## config.mk

```make
export PLATFORM = sky130hd
export DESIGN_NAME = hazard_scoreboard
export DESIGN_NICKNAME = d
export VERILOG_FILES = /design/src/rtl/hazard_scoreboard_pkg.sv /design/src/rtl/hazard_scoreboard_pending_rd_fifo.sv /design/src/rtl/hazard_scoreboard.sv
export SDC_FILE = /design/constraint.sdc
export NUM_CORES = 1
export LEC_CHECK = 0
export BUFFER_PORTS_ARGS = -buffer_cell sky130_fd_sc_hd__buf_2
export CORE_UTILIZATION = 30
export CTS_CLUSTER_SIZE = 16
export DETAILED_ROUTE_END_ITERATION = 8
export PLACE_DENSITY = 0.53
export SLEW_MARGIN = 25
export SYNTH_ARGS = -nofsm -noshare
export SYNTH_HDL_FRONTEND = slang
export SYNTH_SLANG_ARGS = --single-unit
```

## constraint.sdc

```tcl
create_clock -name clk -period 4.7 [get_ports clk]
set_input_delay 0.705 -clock clk [delete_from_list [all_inputs] [get_ports clk]]
set_output_delay 0.705 -clock clk [all_outputs]
set_load 0.02 [all_outputs]
```

## src/rtl/hazard_scoreboard_pkg.sv

```systemverilog
// hazard_scoreboard_pkg: shared defaults and helpers for the load-use hazard unit.
// Optional statistics counters are enabled with the HAZARD_STATS_EN macro.
package hazard_scoreboard_pkg;

    // Default register address width for RV32.
    localparam int REG_AW_DEF      = 5;
    // Default number of outstanding loads tracked.
    localparam int HAZ_DEPTH_DEF   = 4;
    // Head entry is always compared against ID sources.
    localparam int RESP_BYPASS_OFF = 0;
    // Head entry is skipped in its response cycle; MEM/WB forwarding covers it.
    localparam int RESP_BYPASS_ON  = 1;

    // Width of a counter that must hold values 0..depth inclusive.
    function automatic int cnt_width(input int depth);
        return $clog2(depth) + 1;
    endfunction

endpackage

```

## src/rtl/hazard_scoreboard_pending_rd_fifo.sv

```systemverilog
// pending_rd_fifo: in-order FIFO of destination registers for loads that have
// left EX but not yet returned. Exposes every slot plus a per-slot valid mask
// so the parent can compare all in-flight destinations in parallel.
module pending_rd_fifo
    import hazard_scoreboard_pkg::*;
#(
    parameter int AW    = REG_AW_DEF,
    parameter int DEPTH = HAZ_DEPTH_DEF
)
(
    input  logic                          clk,
    input  logic                          rst_n,
    input  logic                          i_push,
    input  logic [AW-1:0]                 i_push_rd,
    input  logic                          i_pop,
    output logic [DEPTH-1:0][AW-1:0]      o_entries,
    output logic [DEPTH-1:0]              o_valid,
    output logic [$clog2(DEPTH)-1:0]      o_head,
    output logic [$clog2(DEPTH):0]        o_count
);

    localparam int PW = $clog2(DEPTH);
    localparam int CW = cnt_width(DEPTH);

    logic [PW-1:0]              r_wr_ptr;
    logic [PW-1:0]              r_rd_ptr;
    logic [CW-1:0]              r_count;
    logic [DEPTH-1:0][AW-1:0]   r_mem;
    logic [DEPTH-1:0]           r_valid;

    // Pointers wrap naturally because DEPTH is a power of two; the separate
    // count keeps full and empty distinguishable.
    always_ff @(posedge clk or negedge rst_n) begin
        if (!rst_n) begin
            r_wr_ptr <= '0;
            r_rd_ptr <= '0;
            r_count  <= '0;
        end else begin
            if (i_push) r_wr_ptr <= r_wr_ptr + PW'(1);
            if (i_pop)  r_rd_ptr <= r_rd_ptr + PW'(1);
            if (i_push && !i_pop)      r_count <= r_count + CW'(1);
            else if (i_pop && !i_push) r_count <= r_count - CW'(1);
        end
    end

    // Per-slot valid bits; a push into the slot being popped (full, push+pop)
    // wins so the slot stays live.
    always_ff @(posedge clk or negedge rst_n) begin
        if (!rst_n) begin
            r_valid <= '0;
        end else begin
            if (i_pop)  r_valid[r_rd_ptr] <= 1'b0;
            if (i_push) r_valid[r_wr_ptr] <= 1'b1;
        end
    end

    // Destination storage; contents are qualified by r_valid so no reset needed.
    always_ff @(posedge clk) begin
        if (i_push) r_mem[r_wr_ptr] <= i_push_rd;
    end

    assign o_entries = r_mem;
    assign o_valid   = r_valid;
    assign o_head    = r_rd_ptr;
    assign o_count   = r_count;

endmodule

```

## src/rtl/hazard_scoreboard.sv

```systemverilog
// hazard_scoreboard: load-use hazard unit for a 5-stage RV32 pipeline with a
// multi-cycle, in-order data memory. Stalls ID on RAW against the load in EX
// or any in-flight load; stalls EX when the outstanding-load FIFO is full.
// Define HAZARD_STATS_EN to add saturating stall/full cycle counters.
module hazard_scoreboard
    import hazard_scoreboard_pkg::*;
#(
    parameter int REG_AW      = REG_AW_DEF,
    parameter int DEPTH       = HAZ_DEPTH_DEF,
    parameter int RESP_BYPASS = RESP_BYPASS_ON
)
(
    input  logic                     clk,
    input  logic                     rst_n,
    input  logic [REG_AW-1:0]        i_id_rs1_addr,
    input  logic [REG_AW-1:0]        i_id_rs2_addr,
    input  logic                     i_id_rs1_used,
    input  logic                     i_id_rs2_used,
    input  logic                     i_ex_valid,
    input  logic                     i_ex_mem_read,
    input  logic [REG_AW-1:0]        i_ex_rd_addr,
    input  logic                     i_mem_resp_valid,
    input  logic                     i_flush,
    output logic                     o_stall_id,
    output logic                     o_stall_ex,
    output logic [$clog2(DEPTH):0]   o_pending_cnt,
    output logic                     o_resp_err
`ifdef HAZARD_STATS_EN
    ,
    output logic [31:0]              o_stall_cycles,
    output logic [31:0]              o_full_cycles
`endif
);

    localparam int CW = cnt_width(DEPTH);
    localparam int PW = $clog2(DEPTH);

    logic [DEPTH-1:0][REG_AW-1:0]   w_entries;
    logic [DEPTH-1:0]               w_valid;
    logic [PW-1:0]                  w_head;
    logic [CW-1:0]                  w_count;
    logic [DEPTH-1:0]               w_head_sel;
    logic [DEPTH-1:0]               w_cmp_mask;
    logic                           w_ex_load;
    logic                           w_ex_hit;
    logic                           w_pend_hit;
    logic                           w_full;
    logic                           w_empty;
    logic                           w_push;
    logic                           w_pop;
    logic                           w_stall_ex;
    logic                           w_stall_id;
    logic                           r_resp_err;

    // x0 is hardwired zero, so it never creates a dependency.
    function automatic logic reg_match(input logic used,
                                       input logic [REG_AW-1:0] rs,
                                       input logic [REG_AW-1:0] rd);
        return used && (rs == rd) && (rd != '0);
    endfunction

    assign w_ex_load  = i_ex_valid & i_ex_mem_read;
    assign w_empty    = (w_count == '0);
    assign w_full     = (w_count == CW'(DEPTH)) & ~i_mem_resp_valid;
    assign w_stall_ex = w_ex_load & w_full & ~i_flush;
    assign w_push     = w_ex_load & ~w_stall_ex & ~i_flush;
    assign w_pop      = i_mem_resp_valid & ~w_empty;

    assign w_ex_hit = w_ex_load &
                      (reg_match(i_id_rs1_used, i_id_rs1_addr, i_ex_rd_addr) |
                       reg_match(i_id_rs2_used, i_id_rs2_addr, i_ex_rd_addr));

    // Select the head slot for exclusion when its response is returning now.
    always_comb begin
        w_head_sel = '0;
        if ((RESP_BYPASS != RESP_BYPASS_OFF) && i_mem_resp_valid) w_head_sel[w_head] = 1'b1;
    end

    assign w_cmp_mask = w_valid & ~w_head_sel;

    // Parallel compare of ID sources against every live in-flight destination.
    always_comb begin
        w_pend_hit = 1'b0;
        for (int i = 0; i < DEPTH; i++) begin
            if (w_cmp_mask[i] &&
                (reg_match(i_id_rs1_used, i_id_rs1_addr, w_entries[i]) ||
                 reg_match(i_id_rs2_used, i_id_rs2_addr, w_entries[i])))
                w_pend_hit = 1'b1;
        end
    end

    assign w_stall_id = (w_ex_hit | w_pend_hit | w_stall_ex) & ~i_flush;

    pending_rd_fifo #(
        .AW    (REG_AW),
        .DEPTH (DEPTH)
    ) u_fifo (
        .clk       (clk),
        .rst_n     (rst_n),
        .i_push    (w_push),
        .i_push_rd (i_ex_rd_addr),
        .i_pop     (w_pop),
        .o_entries (w_entries),
        .o_valid   (w_valid),
        .o_head    (w_head),
        .o_count   (w_count)
    );

    // A response with nothing outstanding is a protocol error; sticky until reset.
    always_ff @(posedge clk or negedge rst_n) begin
        if (!rst_n)                             r_resp_err <= 1'b0;
        else if (i_mem_resp_valid && w_empty)   r_resp_err <= 1'b1;
    end

`ifdef HAZARD_STATS_EN
    logic [31:0] r_stall_cycles;
    logic [31:0] r_full_cycles;

    // Saturating cycle counters for ID stalls and FIFO-full EX stalls.
    always_ff @(posedge clk or negedge rst_n) begin
        if (!rst_n) begin
            r_stall_cycles <= '0;
            r_full_cycles  <= '0;
        end else begin
            if (w_stall_id && (r_stall_cycles != '1)) r_stall_cycles <= r_stall_cycles + 32'd1;
            if (w_stall_ex && (r_full_cycles  != '1)) r_full_cycles  <= r_full_cycles  + 32'd1;
        end
    end

    assign o_stall_cycles = r_stall_cycles;
    assign o_full_cycles  = r_full_cycles;
`endif

    assign o_stall_id    = w_stall_id;
    assign o_stall_ex    = w_stall_ex;
    assign o_pending_cnt = w_count;
    assign o_resp_err    = r_resp_err;

endmodule

```

==> flow_summary.toml <==
[sta]
fin_crit_ps = 2890
max_freq_ghz = 0.346
fin_ws_ps = 1810
fin_hold_ws_ps = 304
worst_slew_pin_slew_ps = 618
slew_headroom = 0.585
finalHoldViolations = 0
rsz0062_at_grt = "false"
finalSetupTns_ps = 0
period_share = 0.615
setup_viol = 0
drv_slew = 0
finClkSkew_ps = 4.01

[clock_tree]
hold_buffers = 0
tritoncts = "built"
cts-resized-gates = 0
clock-root-buffer = "clkbuf_8"
cts.sinks = 32
clk_latency_ps = 270
clockBufferDepth = 2
cts_made_buffers = 5
cts_setup_buffers = 0
path_clk_slew_ps = 70
h-tree-depth = 2

[global_route]
grt_max_degree = 13
antenna_found_initial = 0
overflow = 0
grt_pass1_wl_microns = 7360
grt_use_total = 0.140
grt_pass1_vias = 1371

[critical_path]
rr_worst_depth = 8
crit_path_frequent_cell = "buf_2"
arrival_ps = 2180
r2r-end = "u_fifo.o_count[2]"
cp_top_family = "simple AND/OR/NAND/NOR gates"
cp_max_fo = 7
start_kind = "input pin"
crit_start = "i_ex_rd_addr[1]"
slowest_stage = "or4_1"
rrSetupSlack_ps = 2320
path_class = "input pin to primary output"
worstPathRequired_ps = 3990
worstPathCellList = "buf_2, or4_1, nor2_1, a211oi_2, nor4_2, a21oi_1, buf_2"
worstSetupEndpointType = "primary output"
critPathMaxStageDelay_ps = 530
r2r-start = "u_fifo.o_count[0]"
worst-path-buf-inv = 2

[cells_and_area]
drive_above_1_share = 0.206
layout_commonest_cell = "xor2_1"
nFillCells = 640
layoutNonFillerInstCount = 281
fin_nets = 236
antenna_cells = 0
finalCoreUtilization = 0.355
syn2layout_area_growth_pct = 13.0
final_cell_mix = "xor2_1 (42), buf_2 (28), edfxtp_1 (20)"
finish.instance_area_sq_mm = 0.00228

[placement]
dp_hpwl_microns = 3490
gp_congestion = 0.868
port_buffers = 28
dp_cells = 273
place_area_sq_mm = 0.00219
post-place-ws_ps = 1820

[detailed_routing]
vias = 1359
first_pass_iters = 6
drt-initial-drc-count = 77
ant_nets = 0
drt_wl_total_microns = 4560
via_per_inst = 4.84
drc = 6
wl_per_cell_microns = 16.2

[outcome]
violations = "design-rule violations"
status = "finished, violations left"

[floorplan]
die_area_sq_mm = 0.00705
rows = 29
design.portCount = 29
die_y_microns = 83.9
start_util = 0.314
die_x_microns = 83.9
coreArea_sq_mm = 0.00642

[power_and_ir_drop]
power_leakage_nw = 0.885
power_uw = 864
vdd_drop_max_mv = 0.280
powerDensity_mw_per_mm2 = 379

[flow_run]
drv_cap = 0

[synth]
synthTopCellsByArea = "edfxtp_1 (30%), xor2_1 (18%), dfrtp_1 (15%)"
synth_top_area_frac = 0.298
yosys_warnings = 0
syn_nets = 211
syn_area_sq_mm = 0.00201
synth_seq_area_share = 0.447
synth_top_cell_by_area = "edfxtp_1"
synth_cell_type_count = 30
synth_seq_cells = 32
avgSynthCellArea_sq_um = 11.3
synth_cells = 178

[hold_path]
min_path_type = "input pin to asynchronous set/reset pin"
[registers in the layout, indices dropped and copies added, names as in the netlist]
register and cells:
o_resp_err 1, u_fifo.o_valid 4, u_fifo.o_entries 20, u_fifo.r_wr_ptr 2
u_fifo.o_count 3, u_fifo.o_head 2
[cells by family after synthesis]
kind of cell             share of synthesized area
XOR/XNOR                                     0.239
AND/OR/NAND/NOR                              0.147
flip-flops                                   0.447
AO/OA/AOI/OAI                               0.0522
buffers and inverters                       0.0373
adder cells (fa/ha/maj)                     0.0658
multiplexers                                0.0112
[area by class of cell]
class | instances | area [sq um] | share of cell area
multi-input cells | 131 | 1040 | 0.456
clock inverters | 3 | 13.8 | 0.00604
well taps | 77 | 96.3 | 0.0423
flip-flops and latches | 32 | 901 | 0.396
clock buffers | 5 | 68.8 | 0.0302
inverters | 5 | 18.8 | 0.00824
repair buffers | 28 | 140 | 0.0615
[power by group]
part / internal (mW) / total (mW) / switching, mW
Clock: 0.100 / 0.195 / 0.0943
Combinational: 0.112 / 0.255 / 0.143
Sequential: 0.359 / 0.414 / 0.0550
[per-layer routing]
layer  track usage  vias up  routed length, microns
li1              -      663                       -
met4        0.0533        0                      74
met3        0.0356        6                     250
met5             0        -                       0
met1         0.188      641                    2180
met2         0.218       49                    2060
[cells in the mapped netlist (all sizes together)]
master	count
nor4	11
xnor2	13
o211ai	4
nand3	10
nand2	6
xor2	42
ha	9
nand2b	5
a21o	1
dfrtp	12
fa	1
inv	5
nor2	3
a21oi	5
nor3	2
mux2	2
and2	4
nor3b	1
or4	5
buf	10
edfxtp	20
nor4b	1
a211oi	1
o21ai	5
[worst reg2reg max path, delay by kind of cell (launching register included)]
| family | cells | cell delay, ps |
|---|---|---|
| XOR/XNOR | 2 | 300 |
| adder cells (fa/ha/maj) | 2 | 580 |
| buffers and inverters | 1 | 60 |
| flip-flops | 1 | 460 |
| AND/OR/NAND/NOR | 3 | 920 |
[worst max path at each step]
stage,endpoint,slack (ps),cells past startpoint
3_5_place_dp,o_stall_id,1820,7
3_3_place_gp,o_stall_id,1810,7
4_1_cts,o_stall_id,1810,7
5_1_grt,o_stall_id,1730,8
2_1_floorplan,o_stall_id,1860,4
6_report,o_stall_id,1810,7
(Power assumes the default switching activity.)
